--- src/rtl/cache_pkg.sv ---
// Shared definitions for the cache-to-memory path.
// Holds the line, beat and address widths, the adaptor state encoding,
// the line/beat types, and a helper that aligns an address to its line.
package cache_pkg;

  localparam int LINE_W  = 256;                  // cache line width in bits
  localparam int BURST_W = 64;                   // memory bus beat width in bits
  localparam int ADDR_W  = 32;                   // physical address width
  localparam int BEATS   = LINE_W / BURST_W;     // beats per line (4)
  localparam int OFS_W   = $clog2(LINE_W / 8);   // byte-offset bits within a line (5)
  localparam int CNT_W   = $clog2(BEATS);        // beat counter width (2)

  localparam logic [CNT_W-1:0] LAST_BEAT = CNT_W'(BEATS - 1);

  typedef enum logic [1:0] {IDLE, READ, WRITE, DONE} adaptor_state_t;

  typedef logic [LINE_W-1:0]  cacheline_t;
  typedef logic [BURST_W-1:0] beat_t;
  typedef logic [ADDR_W-1:0]  addr_t;

  // Clear the byte offset so the memory burst starts at the line boundary.
  function automatic addr_t line_base(input addr_t addr);
    return {addr[ADDR_W-1:OFS_W], {OFS_W{1'b0}}};
  endfunction

endpackage

--- src/rtl/cacheline_adaptor.sv ---
// cacheline_adaptor
// Bridges the cache's 256-bit pmem port to a 64-bit burst memory bus.
// A line read gathers 4 incoming beats into line_o; a line write scatters
// the latched line into 4 outgoing beats on burst_o.
//
// Ports
//   clk        system clock, all state changes on the rising edge
//   rst        synchronous active-high reset
//   line_i     line to write (cache pmem_wdata)
//   line_o     assembled read line (cache pmem_rdata)
//   address_i  line address from the cache
//   read_i     cache line-read request, held until resp_o
//   write_i    cache line-write request, held until resp_o
//   resp_o     one-cycle completion pulse to the cache
//   burst_i    read beat from memory
//   burst_o    write beat to memory
//   address_o  line-aligned burst base address to memory
//   read_o     memory read request
//   write_o    memory write request
//   resp_i     memory beat valid/accept, one beat per high cycle
module cacheline_adaptor
  import cache_pkg::*;
(
  input  logic              clk,
  input  logic              rst,
  input  logic [LINE_W-1:0] line_i,
  output logic [LINE_W-1:0] line_o,
  input  logic [ADDR_W-1:0] address_i,
  input  logic              read_i,
  input  logic              write_i,
  output logic              resp_o,
  input  logic [BURST_W-1:0] burst_i,
  output logic [BURST_W-1:0] burst_o,
  output logic [ADDR_W-1:0] address_o,
  output logic              read_o,
  output logic              write_o,
  input  logic              resp_i
);

  adaptor_state_t           state;
  logic [CNT_W-1:0]         beat_cnt;
  beat_t [BEATS-1:0]        wbuf;    // write line, one element per beat
  beat_t [BEATS-1:0]        line_q;  // read assembly register

  assign line_o  = line_q;
  // The memory sees the beat selected by the counter with no extra delay,
  // so advancing the counter on accept immediately presents the next beat.
  assign burst_o = wbuf[beat_cnt];

  always_ff @(posedge clk) begin
    if (rst) begin
      state     <= IDLE;
      beat_cnt  <= '0;
      resp_o    <= 1'b0;
      read_o    <= 1'b0;
      write_o   <= 1'b0;
      address_o <= '0;
      line_q    <= '0;
      // NOTE: the data buffers are plain flops, not a RAM, so clearing them
      // costs nothing structural and gives burst_o/line_o a defined reset value.
      wbuf      <= '0;
    end else begin
      // NOTE: non-blocking default; a later assignment in this block wins,
      // and every read below sees the pre-edge value.
      resp_o <= 1'b0;

      unique case (state)
        IDLE: begin
          // Read has priority if the cache ever raises both requests.
          if (read_i) begin
            address_o <= line_base(address_i);
            read_o    <= 1'b1;
            state     <= READ;
          end else if (write_i) begin
            address_o <= line_base(address_i);
            wbuf      <= line_i;
            write_o   <= 1'b1;
            state     <= WRITE;
          end
        end

        READ: begin
          if (resp_i) begin
            line_q[beat_cnt] <= burst_i;
            // The counter parks on the last beat and is cleared in DONE,
            // so it never relies on 2-bit overflow to return to zero.
            if (beat_cnt == LAST_BEAT) begin
              read_o <= 1'b0;
              resp_o <= 1'b1;
              state  <= DONE;
            end else begin
              beat_cnt <= beat_cnt + 1'b1;
            end
          end
        end

        WRITE: begin
          if (resp_i) begin
            if (beat_cnt == LAST_BEAT) begin
              write_o <= 1'b0;
              resp_o  <= 1'b1;
              state   <= DONE;
            end else begin
              beat_cnt <= beat_cnt + 1'b1;
            end
          end
        end

        DONE: begin
          // The cache still holds its request this cycle; returning to IDLE
          // unconditionally keeps that stale request from retriggering.
          beat_cnt <= '0;
          state    <= IDLE;
        end

        default: begin
          beat_cnt <= '0;
          read_o   <= 1'b0;
          write_o  <= 1'b0;
          state    <= IDLE;
        end
      endcase
    end
  end

endmodule

--- config.mk ---
export PLATFORM = sky130hd
export DESIGN_NAME = cacheline_adaptor
export DESIGN_NICKNAME = d
export VERILOG_FILES = /design/src/rtl/cache_pkg.sv /design/src/rtl/cacheline_adaptor.sv
export SDC_FILE = /design/constraint.sdc
export NUM_CORES = 1
export LEC_CHECK = 0
export ABC_AREA = 1
export CAP_MARGIN = 20
export CORE_AREA = 2 2 279 281
export DETAILED_ROUTE_END_ITERATION = 12
export DIE_AREA = 0 0 281 283
export GPL_TIMING_DRIVEN = 0
export HOLD_SLACK_MARGIN = 0.03
export PLACE_DENSITY = 0.55
export SETUP_SLACK_MARGIN = 0.3
export SLEW_MARGIN = 10
export SYNTH_ARGS = -nofsm -noshare
export SYNTH_HDL_FRONTEND = slang
export SYNTH_SLANG_ARGS = --single-unit
--- constraint.sdc ---
create_clock -name clk -period 4.2 [get_ports clk]
set_input_delay 0.63 -clock clk [delete_from_list [all_inputs] [get_ports clk]]
set_output_delay 0.63 -clock clk [all_outputs]
set_load 0.01 [all_outputs]
==> summary by stage <==
Run status
The flow ran to the end, and the final reports show no timing, DRC or antenna violations.

Yosys
Synthesis handed over a netlist of 2,794 instances. Counting flops with an async set or reset pin after synthesis yields a share of 0%. Yosys printed 0 warnings. In this run, synthesis produced a sequential element count of 546. The count of flip-flops with a built-in enable after synthesis is 0.

After synthesis, flip-flops and latches occupy 51.2% of the total area. The cell area that synthesis handed to floorplanning was 0.0213 sq mm. The dominant register cell in the synthesized netlist is sky130_fd_sc_hd__dfxtp_1.

The unique cell type count in the Yosys netlist is 19. The per-instance average area after synthesis is 7.64 sq um.

Drt
The per-cell via count in the routed design is 4.65. The routed length on met3 is 7.76 mm. The final wirelength is 94.4 mm. In the final routed layout, each cell accounts on average for 20.2 um. For this block, wires on met1 add up to 36.6 mm. The uppermost metal layer occupied by signal nets is met5.

For this block, the via count after detailed routing is 21,700. The sum of met2 wire segment lengths after detailed routing is 47.0 mm. The detailed-route DRC error count is 0.

The remaining number of nets flagged by the antenna check after routing is 0. In this run, the number of DRC markers left after iteration 0 of detailed routing was 1,097. The first detailed-routing pass ran for 8 iterations.

Global route
For this run, the total global-route usage over all layers was measured as 22.9%. The first global-routing pass estimated 137 mm of wire. The pin count of the biggest net entering global routing is 16. After global routing the overflow that remains totals 0. The initial antenna violation count is 27. The via count of the first global-routing pass is 21,100.

Pwr
The maximum vdd drop is 0.000367 V. Dividing total power by cell area gives a power density of 537 mW/mm^2. The reported leakage power is 11.3 nW.

Timing
The pin slew with the least headroom to its limit is 0.974 ns. Derived from the worst setup path, the maximum achievable clock frequency is 0.273 GHz. Setup repair after global routing left no endpoint under its margin.

The minimum setup slack in the final design is 0.539 ns. The final-report hold violation count is 0. The period utilization is 87.2%. The minimum period implied by the final worst setup slack is 3.66 ns.

The setup clock skew after layout is 0.0203 ns. The setup total negative slack is 0 ns. The worst pin sits at a relative slew slack of 35.1%. The final number of max-transition violations is 0. Setup violations remaining at the end of the flow were counted as 0.

Floorplanning
The floorplan step defined a die boundary enclosing 0.0795 sq mm. The die outline height is 283 um. The core region is 0.0767 sq mm. The initial core utilization is 27.8%. In this run the count of I/O pins placed on the die edge is 712.

The die is 281 um wide. The number of placement rows is 102.

Placement
The post-placement worst setup slack is 0.849 ns. The sum of net half-perimeters after detailed placement is 74.0 mm. The placed cell area is 0.0297 sq mm.

The congestion estimate from routability-driven global placement came to 0.886. The total of buffers placed on input and output ports is 701.

Clock tree
The total CTS buffers is 60. The library cell used as clock root buffer is sky130_fd_sc_hd__clkbuf_16. CTS saw 546 sinks. The worst-case clock buffer depth is 3. The total setup buffers inserted after CTS is 0. The clock latency reported for the late side of the worst-skew pair is 0.63 ns.

Hold repair after CTS inserted 0 buffers. Clock-pin slew was measured on the worst setup and hold paths at 0.06 ns. The total number of H-tree levels is 2. TritonCTS built the clock tree.

Final layout
After the last flow step, the layout net total stands at 3,929. The final non-filler cell area is 0.0317 sq mm. Cells fill 41.4% of the core in the end. Relative to the synthesized area, the layout overhead comes to 48.7%. Counting the fill cells in the layout gives 8,028. The fraction of layout cells with a size suffix above 1 is 6.40%.

Critical path
The start point of the critical path is beat_cnt[1]$_SDFFE_PP0P_. The worst setup path is launched from a flip-flop. The source of the worst register-to-register timing path is beat_cnt[0]$_SDFFE_PP0P_. The category of the most critical setup path is flip-flop to output pin. The worst setup path is captured at an output pin. Data on the critical path is required at its endpoint by 3.57 ns.

The number of cells on the worst reg-to-reg path is 8. The arrival time at the worst endpoint is 3.03 ns. Of all nets on the critical path, the largest fanout is 10.

Worst hold path
The cell depth of the worst min-delay path is 2. In this run the worst hold path is classified as flip-flop to flip-flop. The launch point of the worst hold path is line_o[37]$_SDFFE_PP0P_.

Job
The number of max-cap violations is 0.
## state kept, by name, summed over array words and instances (netlist names)
name / flops
read_o: 1
address_o: 27
state: 2
write_o: 1
beat_cnt: 2
resp_o: 1
line_o: 256
wbuf: 256
## cells in the final DEF (no fill, tap or decap), types with 67 or more instances in the layout
cell,count
sky130_fd_sc_hd__a21oi_1,704
sky130_fd_sc_hd__clkdlybuf4s50_1,701
sky130_fd_sc_hd__dfxtp_1,545
sky130_fd_sc_hd__o21ai_0,490
sky130_fd_sc_hd__inv_1,459
sky130_fd_sc_hd__nand2_1,150
sky130_fd_sc_hd__clkbuf_1,112
sky130_fd_sc_hd__buf_2,87
sky130_fd_sc_hd__nand3_1,70
sky130_fd_sc_hd__nor2_1,67
## synthesized netlist by cell type, types with 11 or more instances
cell                         n  area share, %
sky130_fd_sc_hd__buf_2      87            2.0
sky130_fd_sc_hd__a21oi_1   706             17
sky130_fd_sc_hd__o21ai_1    57            1.3
sky130_fd_sc_hd__clkbuf_2   15           0.35
sky130_fd_sc_hd__inv_1     459            8.1
sky130_fd_sc_hd__ha_1       11           0.65
sky130_fd_sc_hd__clkbuf_1  103            1.8
sky130_fd_sc_hd__dfxtp_1   546             51
sky130_fd_sc_hd__nor2_1     67            1.2
sky130_fd_sc_hd__o21ai_0   490             11
sky130_fd_sc_hd__nand2_1   150            2.6
sky130_fd_sc_hd__buf_1      11           0.19
sky130_fd_sc_hd__nand3_1    70            1.6
## critical path: stages (launching register included)
cell and delay [ns]:
sky130_fd_sc_hd__dfxtp_1 0.34, sky130_fd_sc_hd__inv_1 0.16, sky130_fd_sc_hd__buf_2 0.35, sky130_fd_sc_hd__clkbuf_1 0.44, sky130_fd_sc_hd__a21oi_1 0.12, sky130_fd_sc_hd__a21oi_2 0.37, sky130_fd_sc_hd__clkdlybuf4s50_1 0.62
## layer usage
| layer | vias up | track usage, % |
|---|---|---|
| met5 | - | 0 |
| met4 | 30 | 6.78 |
| met3 | 169 | 6.89 |
| met2 | 756 | 41.3 |
| met1 | 10000 | 25.6 |
| li1 | 10700 | - |
## cell type report
cell class	count	area [sq um]	share of cell area, %
inverters	464	1740	5.49
clock buffers	94	1850	5.83
flip-flops and latches	546	10900	34.5
multi-input cells	1558	7620	24.0
diodes	12	30.0	0.0947
plain buffers	230	1080	3.39
well taps	1040	1300	4.10
clock inverters	19	161	0.509
repair buffers	701	7020	22.1
## kinds of logic (layout without fill, tap and decap cells)
| family | Yosys count | in the layout | synth area share [%] |
|---|---|---|---|
| DFF | 546 | 546 | 51.2 |
| AOI/OAI and AO/OA | 1253 | 1253 | 29.4 |
| adders and majority gates | 11 | 11 | 0.645 |
| buffers and inverters | 694 | 1508 | 13.2 |
| and+or+nand+nor | 289 | 289 | 5.54 |
| other | 1 | 17 | 0.0176 |
## power by group
| part | switching [mW] | total [mW] | internal (mW) | leakage, nW |
|---|---|---|---|---|
| sequential | 0.406 | 6.41 | 6.01 | 4.45 |
| clock | 2.27 | 5.41 | 3.14 | 1.00 |
| combinational | 3.04 | 5.22 | 2.18 | 5.81 |
| total | 5.72 | 17.0 | 11.3 | 11.3 |
## final timing paths
check / slack [ns] / to
worst min register to register: 0.44 / line_o[37]$_SDFFE_PP0P_
worst min-delay path: 0.44 / line_o[37]$_SDFFE_PP0P_
worst max register to register: 1.37 / line_o[42]$_SDFFE_PP0P_
worst max-delay path: 0.54 / burst_o[39]
## what timing repair did
action,4_1_cts,5_1_grt
gates cloned,0,0
setup endpoints to repair,5,5
gates resized for setup,5,4
## metrics by stage
stage	power (mW)	std cells	hold slack (ns)
detailed placement	11.8	4539	0.435
CTS	17.2	4652	0.444
global route	17.9	4656	0.456
floorplan	8.90	2798	0.423
finish	17.0	4664	0.442
global placement	11.7	4539	0.431
Power figures use the tool's default switching activity.
